## src/rtl/dp_ram_pkg.sv

```systemverilog
// Shared types and constants for the dual-port RAM FIFO controller.
package dp_ram_pkg;

  localparam int OBUF_DEPTH = 2;

  typedef enum logic [1:0] {
    OBUF_EMPTY,
    OBUF_ONE,
    OBUF_TWO
  } obuf_state_t;

endpackage

```

## src/rtl/dp_ram_fifo_obuf.sv

```systemverilog
// Two-entry registered output buffer that absorbs the RAM read latency and
// presents the oldest word on a valid/ready interface.
module dp_ram_fifo_obuf
  import dp_ram_pkg::*;
#(
  parameter int DATA_WIDTH = 32
) (
  input  logic                  CLKA,
  input  logic                  rst_n,
  input  logic                  capture_i,
  input  logic [DATA_WIDTH-1:0] capture_data_i,
  input  logic                  rd_ready_i,
  output logic                  rd_valid_o,
  output logic [DATA_WIDTH-1:0] rd_data_o,
  output logic [1:0]            buf_cnt_o,
  output logic                  pop_o
);

  obuf_state_t           state_q, state_d;
  logic [DATA_WIDTH-1:0] head_q, head_d;
  logic [DATA_WIDTH-1:0] tail_q, tail_d;

  // Head always holds the oldest word; tail is only meaningful in OBUF_TWO.
  always_comb begin
    state_d   = state_q;
    head_d    = head_q;
    tail_d    = tail_q;
    pop_o     = (state_q != OBUF_EMPTY) & rd_ready_i;
    buf_cnt_o = 2'd0;
    case (state_q)
      OBUF_EMPTY: begin
        if (capture_i) begin
          head_d  = capture_data_i;
          state_d = OBUF_ONE;
        end
      end
      OBUF_ONE: begin
        buf_cnt_o = 2'd1;
        if (capture_i && !pop_o) begin
          tail_d  = capture_data_i;
          state_d = OBUF_TWO;
        end else if (!capture_i && pop_o) begin
          state_d = OBUF_EMPTY;
        end else if (capture_i && pop_o) begin
          head_d = capture_data_i;
        end
      end
      OBUF_TWO: begin
        buf_cnt_o = 2'd2;
        if (pop_o) begin
          head_d = tail_q;
          if (capture_i) begin
            tail_d = capture_data_i;
          end else begin
            state_d = OBUF_ONE;
          end
        end
      end
      default: state_d = OBUF_EMPTY;
    endcase
  end

  always_ff @(posedge CLKA) begin
    if (!rst_n) begin
      state_q <= OBUF_EMPTY;
      head_q  <= '0;
      tail_q  <= '0;
    end else begin
      state_q <= state_d;
      head_q  <= head_d;
      tail_q  <= tail_d;
    end
  end

  assign rd_valid_o = (state_q != OBUF_EMPTY);
  assign rd_data_o  = head_q;

endmodule

```

## src/rtl/dp_ram_fifo_ctrl.sv

```systemverilog
// FIFO controller for a dual-port RAM macro (read port A, write port B) with
// a credit-limited prefetch into a two-entry output buffer.
module dp_ram_fifo_ctrl
  import dp_ram_pkg::*;
#(
  parameter int ADDR_WIDTH = 4,
  parameter int DATA_WIDTH = 32
) (
  input  logic                  CLKA,
  input  logic                  rst_n,
  input  logic                  wr_valid_i,
  output logic                  wr_ready_o,
  input  logic [DATA_WIDTH-1:0] wr_data_i,
  output logic                  rd_valid_o,
  input  logic                  rd_ready_i,
  output logic [DATA_WIDTH-1:0] rd_data_o,
  output logic [ADDR_WIDTH+1:0] count_o,
  output logic                  mem_cea_o,
  output logic [ADDR_WIDTH-1:0] mem_aa_o,
  output logic                  mem_ceb_o,
  output logic [ADDR_WIDTH-1:0] mem_ab_o,
  output logic [DATA_WIDTH-1:0] mem_db_o,
  output logic [DATA_WIDTH-1:0] mem_bwb_o,
  input  logic [DATA_WIDTH-1:0] mem_qa_i
);

  localparam int PW    = ADDR_WIDTH + 1;
  localparam int CW    = ADDR_WIDTH + 2;
  localparam int DEPTH = 2 ** ADDR_WIDTH;

  logic [PW-1:0] wr_ptr_q, wr_ptr_d;
  logic [PW-1:0] rd_ptr_q, rd_ptr_d;
  logic [PW-1:0] ram_cnt;
  logic          pend_q, pend_d;
  logic [CW-1:0] count_q, count_d;
  logic          push;
  logic          issue;
  logic          pop;
  logic [1:0]    buf_cnt;
  logic [2:0]    inflight;
  logic [2:0]    credit_lim;

  // A read is only issued while the buffer plus the in-flight word still has
  // room after this cycle's pop, so a capture can never hit a full buffer.
  always_comb begin
    ram_cnt    = wr_ptr_q - rd_ptr_q;
    wr_ready_o = (ram_cnt != PW'(DEPTH));
    push       = wr_valid_i & wr_ready_o & rst_n;
    inflight   = {1'b0, buf_cnt} + {2'b00, pend_q};
    credit_lim = 3'(OBUF_DEPTH) + {2'b00, pop};
    issue      = (ram_cnt != '0) & (inflight < credit_lim) & rst_n;
    wr_ptr_d   = wr_ptr_q + PW'(push);
    rd_ptr_d   = rd_ptr_q + PW'(issue);
    pend_d     = issue;
    count_d    = count_q + CW'(push) - CW'(pop);
  end

  always_ff @(posedge CLKA) begin
    if (!rst_n) begin
      wr_ptr_q <= '0;
      rd_ptr_q <= '0;
      pend_q   <= 1'b0;
      count_q  <= '0;
    end else begin
      wr_ptr_q <= wr_ptr_d;
      rd_ptr_q <= rd_ptr_d;
      pend_q   <= pend_d;
      count_q  <= count_d;
    end
  end

  dp_ram_fifo_obuf #(
    .DATA_WIDTH(DATA_WIDTH)
  ) u_obuf (
    .CLKA          (CLKA),
    .rst_n         (rst_n),
    .capture_i     (pend_q),
    .capture_data_i(mem_qa_i),
    .rd_ready_i    (rd_ready_i),
    .rd_valid_o    (rd_valid_o),
    .rd_data_o     (rd_data_o),
    .buf_cnt_o     (buf_cnt),
    .pop_o         (pop)
  );

  assign count_o   = count_q;
  assign mem_cea_o = issue;
  assign mem_aa_o  = rd_ptr_q[ADDR_WIDTH-1:0];
  assign mem_ceb_o = push;
  assign mem_ab_o  = wr_ptr_q[ADDR_WIDTH-1:0];
  assign mem_db_o  = wr_data_i;
  assign mem_bwb_o = '1;

endmodule

```

## config.mk

```make
export PLATFORM = sky130hd
export DESIGN_NAME = dp_ram_fifo_ctrl
export DESIGN_NICKNAME = d
export VERILOG_FILES = /design/src/rtl/dp_ram_pkg.sv /design/src/rtl/dp_ram_fifo_obuf.sv /design/src/rtl/dp_ram_fifo_ctrl.sv
export SDC_FILE = /design/constraint.sdc
export NUM_CORES = 1
export LEC_CHECK = 0
export CAP_MARGIN = 20
export CORE_UTILIZATION = 45
export DETAILED_ROUTE_END_ITERATION = 16
export PLACE_DENSITY = 0.81
export SYNTH_ARGS = -nofsm -noshare
export SYNTH_HDL_FRONTEND = slang
export SYNTH_HIERARCHICAL = 1
export SYNTH_SLANG_ARGS = --single-unit
```

## constraint.sdc

```tcl
create_clock -name CLKA -period 4 [get_ports CLKA]
set_clock_uncertainty 0.1 [all_clocks]
set_input_delay 0.8 -clock CLKA [delete_from_list [all_inputs] [get_ports CLKA]]
set_output_delay 0.8 -clock CLKA [all_outputs]
set_load 0.01 [all_outputs]
```

---- Word-level counts from Yosys, hierarchy flattened ----
Cells that the tools add are included.
cells by class
  equality and inequality tests ........... 12
  order comparisons ....................... 1
  reductions and logical operators ........ 13
  mux-type cells .......................... 16
  add/sub/neg operators ................... 7
  bitwise logic cells ..................... 5
operators by type and width
  operator                                        number
  two-way mux 32 bit                              7
  one-hot mux 32 bit (3 select lines)             1
  one-hot mux 32 bit (2 select lines)             1
  != test 2 bit (second input constant)           6
  adder 5 x 1 -> 5 bit                            2
  two-way mux 2 bit                               5
  AND reduction 4 bit                             2
  adder 6 x 1 -> 6 bit                            1
  one-hot mux 2 bit (3 select lines)              1
  AND reduction 6 bit                             1
  subtractor 6 x 1 -> 6 bit                       1
  bitwise AND 1 bit                               5
  != test 5 bit (second input constant)           1
  nonzero test 5 bit                              1
  subtractor 5 bit                                1
  != test 2 x 1 -> 1 bit (second input constant)  2
  one-hot mux 2 bit (2 select lines)              1
  nonzero test 2 bit                              2
  adder 2 x 1 -> 3 bit                            1
  adder 2 x 1 -> 3 bit (first input constant)     1
  logical AND 1 bit                               3
  less-than comparator 3 bit                      1
  != test 3 x 1 -> 1 bit (second input constant)  1
  nonzero test 3 bit                              1
  other kinds (4)                                 5
storage, ports and cells
  flip-flop bits (word level) ............. 83
  logic and storage cells ................. 61
  bits of input ports ..................... 68
  output and inout port bits .............. 114

---- Logic depth before layout (Yosys ltp) ----
Gate-level depths: netlist (run 1).
  word-level depth ........................ 7
  gate-level depth with buffers ........... 14
  depth with buffers taken out ............ 14

---- Modules after synthesis ----
The synthesis (run 1) kept the hierarchy.
modules (own cells, without submodules)
  module            seq. area each (um^2)  area each (um^2)  cells an instance  times used
  dp_ram_fifo_obuf  1321.3                 3337.0            326                1
  dp_ram_fifo_ctrl  340.3                  1607.8            185                1

---- Worst setup path before layout (run 1) ----
OpenSTA, ideal clock, no wires.
  path kind ............................... reg2reg
  start ................................... register rd_ptr_q[2]
  end ..................................... register count_q[4] (netlist: count_o[4])
  data required time ...................... 3785 ps
  library setup time ...................... 115 ps
  cell stages (with the launch flop) ...... 15
  setup slack ............................. 774 ps
  clock period less this slack ............ 3226 ps
  buffers on the path ..................... 0
  arrival ................................. 3011 ps
  cell sequence ........................... dfxtp_1 inv_1 ha_1 nor2b_4 a221oi_2 mux2i_1 a21o_1 ha_1 inv_1 ha_1 fa_1 a21o_1 a21oi_1 xnor2_1 and2_1
between the ends
  cells in the longest elaborated chain, start to end .. 6
ends and longest elaborated chain
  item                             line                    RTL
  from (decl)                      dp_ram_fifo_ctrl.sv:32  logic [PW-1:0] rd_ptr_q, rd_ptr_d;
  from (signal assigned)           dp_ram_fifo_ctrl.sv:66  rd_ptr_q <= rd_ptr_d;
  subtractor 5 bit                 dp_ram_fifo_ctrl.sv:46  ram_cnt = wr_ptr_q - rd_ptr_q;
  != test 5 bit                    dp_ram_fifo_ctrl.sv:47  wr_ready_o = (ram_cnt != PW'(DEPTH));
  bitwise AND 1 bit (2 in series)  dp_ram_fifo_ctrl.sv:48  push = wr_valid_i & wr_ready_o & rst_n;
  adder 6 x 1 -> 6 bit             dp_ram_fifo_ctrl.sv:55  count_d = count_q + CW'(push) - CW'(pop);
  subtractor 6 x 1 -> 6 bit        dp_ram_fifo_ctrl.sv:55
  to (signal assigned)             dp_ram_fifo_ctrl.sv:68  count_q <= count_d;
  to (decl)                        dp_ram_fifo_ctrl.sv:35  logic [CW-1:0] count_q, count_d;
No other way between the ends.
A chain may end at the register's enable or synchronous reset.

---- Worst setup path in the final report (run 1) ----
  start ................................... input port rd_ready_i
  end ..................................... output port mem_cea_o
between the ends
  cells in the longest elaborated chain, start to end .. 5
ends and longest elaborated chain
  item                             line                    RTL
  from (decl)                      dp_ram_fifo_ctrl.sv:15  input logic rd_ready_i,
  bitwise AND 1 bit                dp_ram_fifo_obuf.sv:28  pop_o = (state_q != OBUF_EMPTY) & rd_ready_i;
  via pop                          dp_ram_fifo_ctrl.sv:38  logic pop;
  adder 2 x 1 -> 3 bit             dp_ram_fifo_ctrl.sv:50  credit_lim = 3'(OBUF_DEPTH) + {2'b00, pop};
  less-than comparator 3 bit       dp_ram_fifo_ctrl.sv:51  issue = (ram_cnt != '0) & (inflight < credit_lim) & rst_n;
  bitwise AND 1 bit (2 in series)  dp_ram_fifo_ctrl.sv:51
  to (decl)                        dp_ram_fifo_ctrl.sv:18  output logic mem_cea_o,
The timed path passes the listed nets, and every way through them passes these cells.

==> results.yml, run 1 <==
timing:
  timing_hold_violations_final: 0
  worst_slew_pin_slew_ns: 1.08
  report.final.slew_viol_count: 0
  timing.final.setup_violations: 0
  final.setup.tns_ns: 0
  slew_headroom_pct: 27.8
  timing.final.crit_period_ns: 3.71
  grt_setup_unrepaired: "no"
  final_min_period_over_clock_period_pct: 92.9
  max_freq_mhz: 269
clock_tree:
  cts_tree: "built"
  cts_root_buf: "clkbuf_8"
  clock_sinks: 83
  clk_pin_slew_worst_paths_ns: 0.08
  clk_latency_ns: 0.36
  htree_num_levels: 3
  cts_max_path_buffers: 2
  postCtsSetupRepairBufs: 0
  cts-buffers-inserted: 9
finish:
  final_core_util_pct: 53.4
  fill_cells: 940
  register_area_um2: 1660
  layout.cells.non_filler: 674
  syn_to_final_growth_pct: 13.5
  drive_gt1_share_pct: 16.2
  number_of_nets_in_the_finished_design: 621
  num_antenna_cells: 0
  area_taken_by_multi_input_logic_gates_um2: 2570
power:
  pwr-share-seq_pct: 33.9
  p_sw_share_pct: 38.1
  cellPowerDensity_nw_per_um2: 612
  combPwrFrac_pct: 47.4
  power.share.clock_pct: 18.7
  power.ir.vdd_worst_mv: 0.378
  intPower_w: 0.00213
  power.leakage_nw: 2.26
  netSwitchingPower_w: 0.00131
die:
  io_pins: 182
  cell_rows: 37
  floorplan.initialDensity_pct: 47.1
  die_y_um: 107
  core_region_area_um2: 10500
  dieWidth_um: 107
  floorplan.die_area_um2: 11400
worst_setup_path:
  crit_required_ns: 3.10
  critical_path_arrival_ns: 2.81
  crit_path_end_kind: "primary output"
  slowest_delay_ns: 0.59
  worst_setup_path_start_kind: "input port"
  cp_max_fo: 5
  worstSetupPathType: "input port to primary output"
  cp_cell_sequence: "clkdlybuf4s50_1 > nand2_1 > inv_1 > inv_1 > o21ai_0 > nand3b_1 > a311oi_2 > clkdlybuf4s50_1"
  timing.critical_path.slowest_stage_cell: "clkdlybuf4s50_1"
route:
  antenna_left: 0
  wl_per_cell_um: 17.1
  drt-total-wl_mm: 11.5
  overall_via_count_from_detail_route: 3778
  route.detailed.drc: 0
  route.detailed.vias_per_inst: 5.61
  number_of_detailed_route_iterations_in_the_first_pass: 4
  drtIter0Drc: 181
synthesis:
  yosys.area.top_type: "dfxtp_1"
  synth.area.top_cells: "dfxtp_1, buf_4, a211oi_2"
  yosys.area.top_type_share_pct: 33.6
  proportion_of_synthesized_chip_area_in_sequential_cells_pct: 33.6
  number_of_synthesis_warnings: 6
  edff_count_synth: 0
  post-synth-top-count-cell: "dfxtp_1"
  synth_cell_types: 46
  synth_top_cells_by_count: "dfxtp_1, buf_4, nand3_1"
  post_synth_inst_count: 511
  synth-seq-cells: 83
  postSynthAreaPerCell_um2: 9.68
  ys.flop_type: "dfxtp_1"
  ys_async_sr_fraction_pct: 0
  mapped_cell_area_um2: 4940
run:
  max_cap_violations: 0
placed_design:
  globalplace.congestion: 0.757
  placedCellCount: 658
  io_buffer_count: 85
  dp_hpwl_mm: 7.30
outcome:
  outcome: "complete, no violations"
global_route:
  grt_pass1_vias: 3685
  wire_length_of_the_first_global_routing_pass_mm: 18.8
  antenna_found_initial: 0
  overflow: 0
  grt_start_max_net_pins: 66
  grt.total_usage_pct: 21.0
hold_path:
  hold_class: "flop to flop"
-- per-layer routing --
layer / share of wire [%] / up-vias / wire length, µm / GRT usage (%)
li1: - / 1789 / - / -
met2: 49 / 150 / 5630 / 35.4
met3: 7.5 / 28 / 863 / 4.74
met5: 0 / - / 0 / 0
met4: 2.0 / 0 / 226 / 8.90
met1: 42 / 1811 / 4820 / 25.6
-- kinds of logic (layout without fill, tap and decap cells) --
logic type / after synthesis / count (layout) / share of synthesized area [%]
compound gates: 145 / 145 / 25.2
mux: 35 / 35 / 7.19
other cells: 1 / 32 / 0.0758
flops: 83 / 83 / 33.6
fa+ha+maj: 20 / 20 / 5.21
simple gates: 83 / 83 / 9.92
buf+inv: 133 / 129 / 16.9
xor+xnor: 11 / 11 / 1.95
-- layout make-up --
type                       count  share of cell area (%)
tap                          136                    3.03
timing repair buffer          95                    16.5
multi-input combinational    326                    45.9
inverter                      18                    1.20
sequential                    83                    29.6
clock inverter                 5                    1.07
clock buffer                  11                    2.70
-- cell usage in the layout (no fill, tap or decap), types with 10 or more instances in the layout --
| master | n |
|---|---|
| a211oi_2 | 31 |
| a21oi_1 | 36 |
| a221oi_1 | 13 |
| a221oi_2 | 20 |
| and2_1 | 15 |
| buf_4 | 10 |
| clkbuf_8 | 11 |
| clkdlybuf4s50_1 | 85 |
| conb_1 | 32 |
| dfxtp_1 | 83 |
| ha_1 | 19 |
| inv_1 | 15 |
| mux2i_1 | 34 |
| nand3_1 | 37 |
| o21ai_0 | 35 |
-- power groups by stage --
| stage | combinational [W] | sequential [W] | clock [W] |
|---|---|---|---|
| after floorplan | 0.00109 | 0.00121 | 0 |
| after global placement | 0.00155 | 0.00117 | 0 |
| after detailed placement | 0.00162 | 0.00118 | 0 |
| after CTS | 0.00163 | 0.00117 | 0.000659 |
| after global routing | 0.00176 | 0.00119 | 0.000690 |
| final | 0.00163 | 0.00117 | 0.000642 |
-- worst paths after layout --
path	end	cells after the start	start	slack [ns]
setup reg to reg	count_o[4]	14	rd_ptr_q[2]	0.51
hold reg to reg	u_obuf/tail_q[23]	2	u_obuf/tail_q[23]	0.37
setup / recovery	mem_cea_o	8	rd_ready_i	0.29
hold / removal	u_obuf/tail_q[23]	2	u_obuf/tail_q[23]	0.37
-- flip-flops by register name, summed over array words and instances (netlist names) --
register	cells
u_obuf/rd_data_o	32
u_obuf/tail_q	32
u_obuf/state_q	2
wr_ptr_q	5
pend_q	1
count_o	6
rd_ptr_q	5
-- worst max-delay path: cells and delay by family --
family	cells	cell delay [ns]
and+or+nand+nor	2	0.23
buffers and inverters	4	1.31
AOI/OAI and AO/OA	2	0.48
-- through the flow --
step	hold WS [ns]	cell area [µm²]	setup slack, ns	total power (W)
CTS	0.367	5600	0.212	0.00345
floorplan	0.343	5060	0.774	0.00230
finish	0.365	5610	0.285	0.00344
detailed placement	0.355	5390	0.239	0.00279
global placement	0.348	5390	0.279	0.00272
global route	0.382	5610	0.0544	0.00364
-- what timing repair did --
item                                    4_1_cts  5_1_grt
hold buffers                                  0        0
resized for setup                             0        1
endpoints found under the setup margin        0        1
Power figures use the tool's default switching activity.
==> run 2, diff against run 1 <==
- SLEW_MARGIN: unset -> 20
==> results of run 2 <==
Final layout, timing and power as in run 1 (identical DEF).
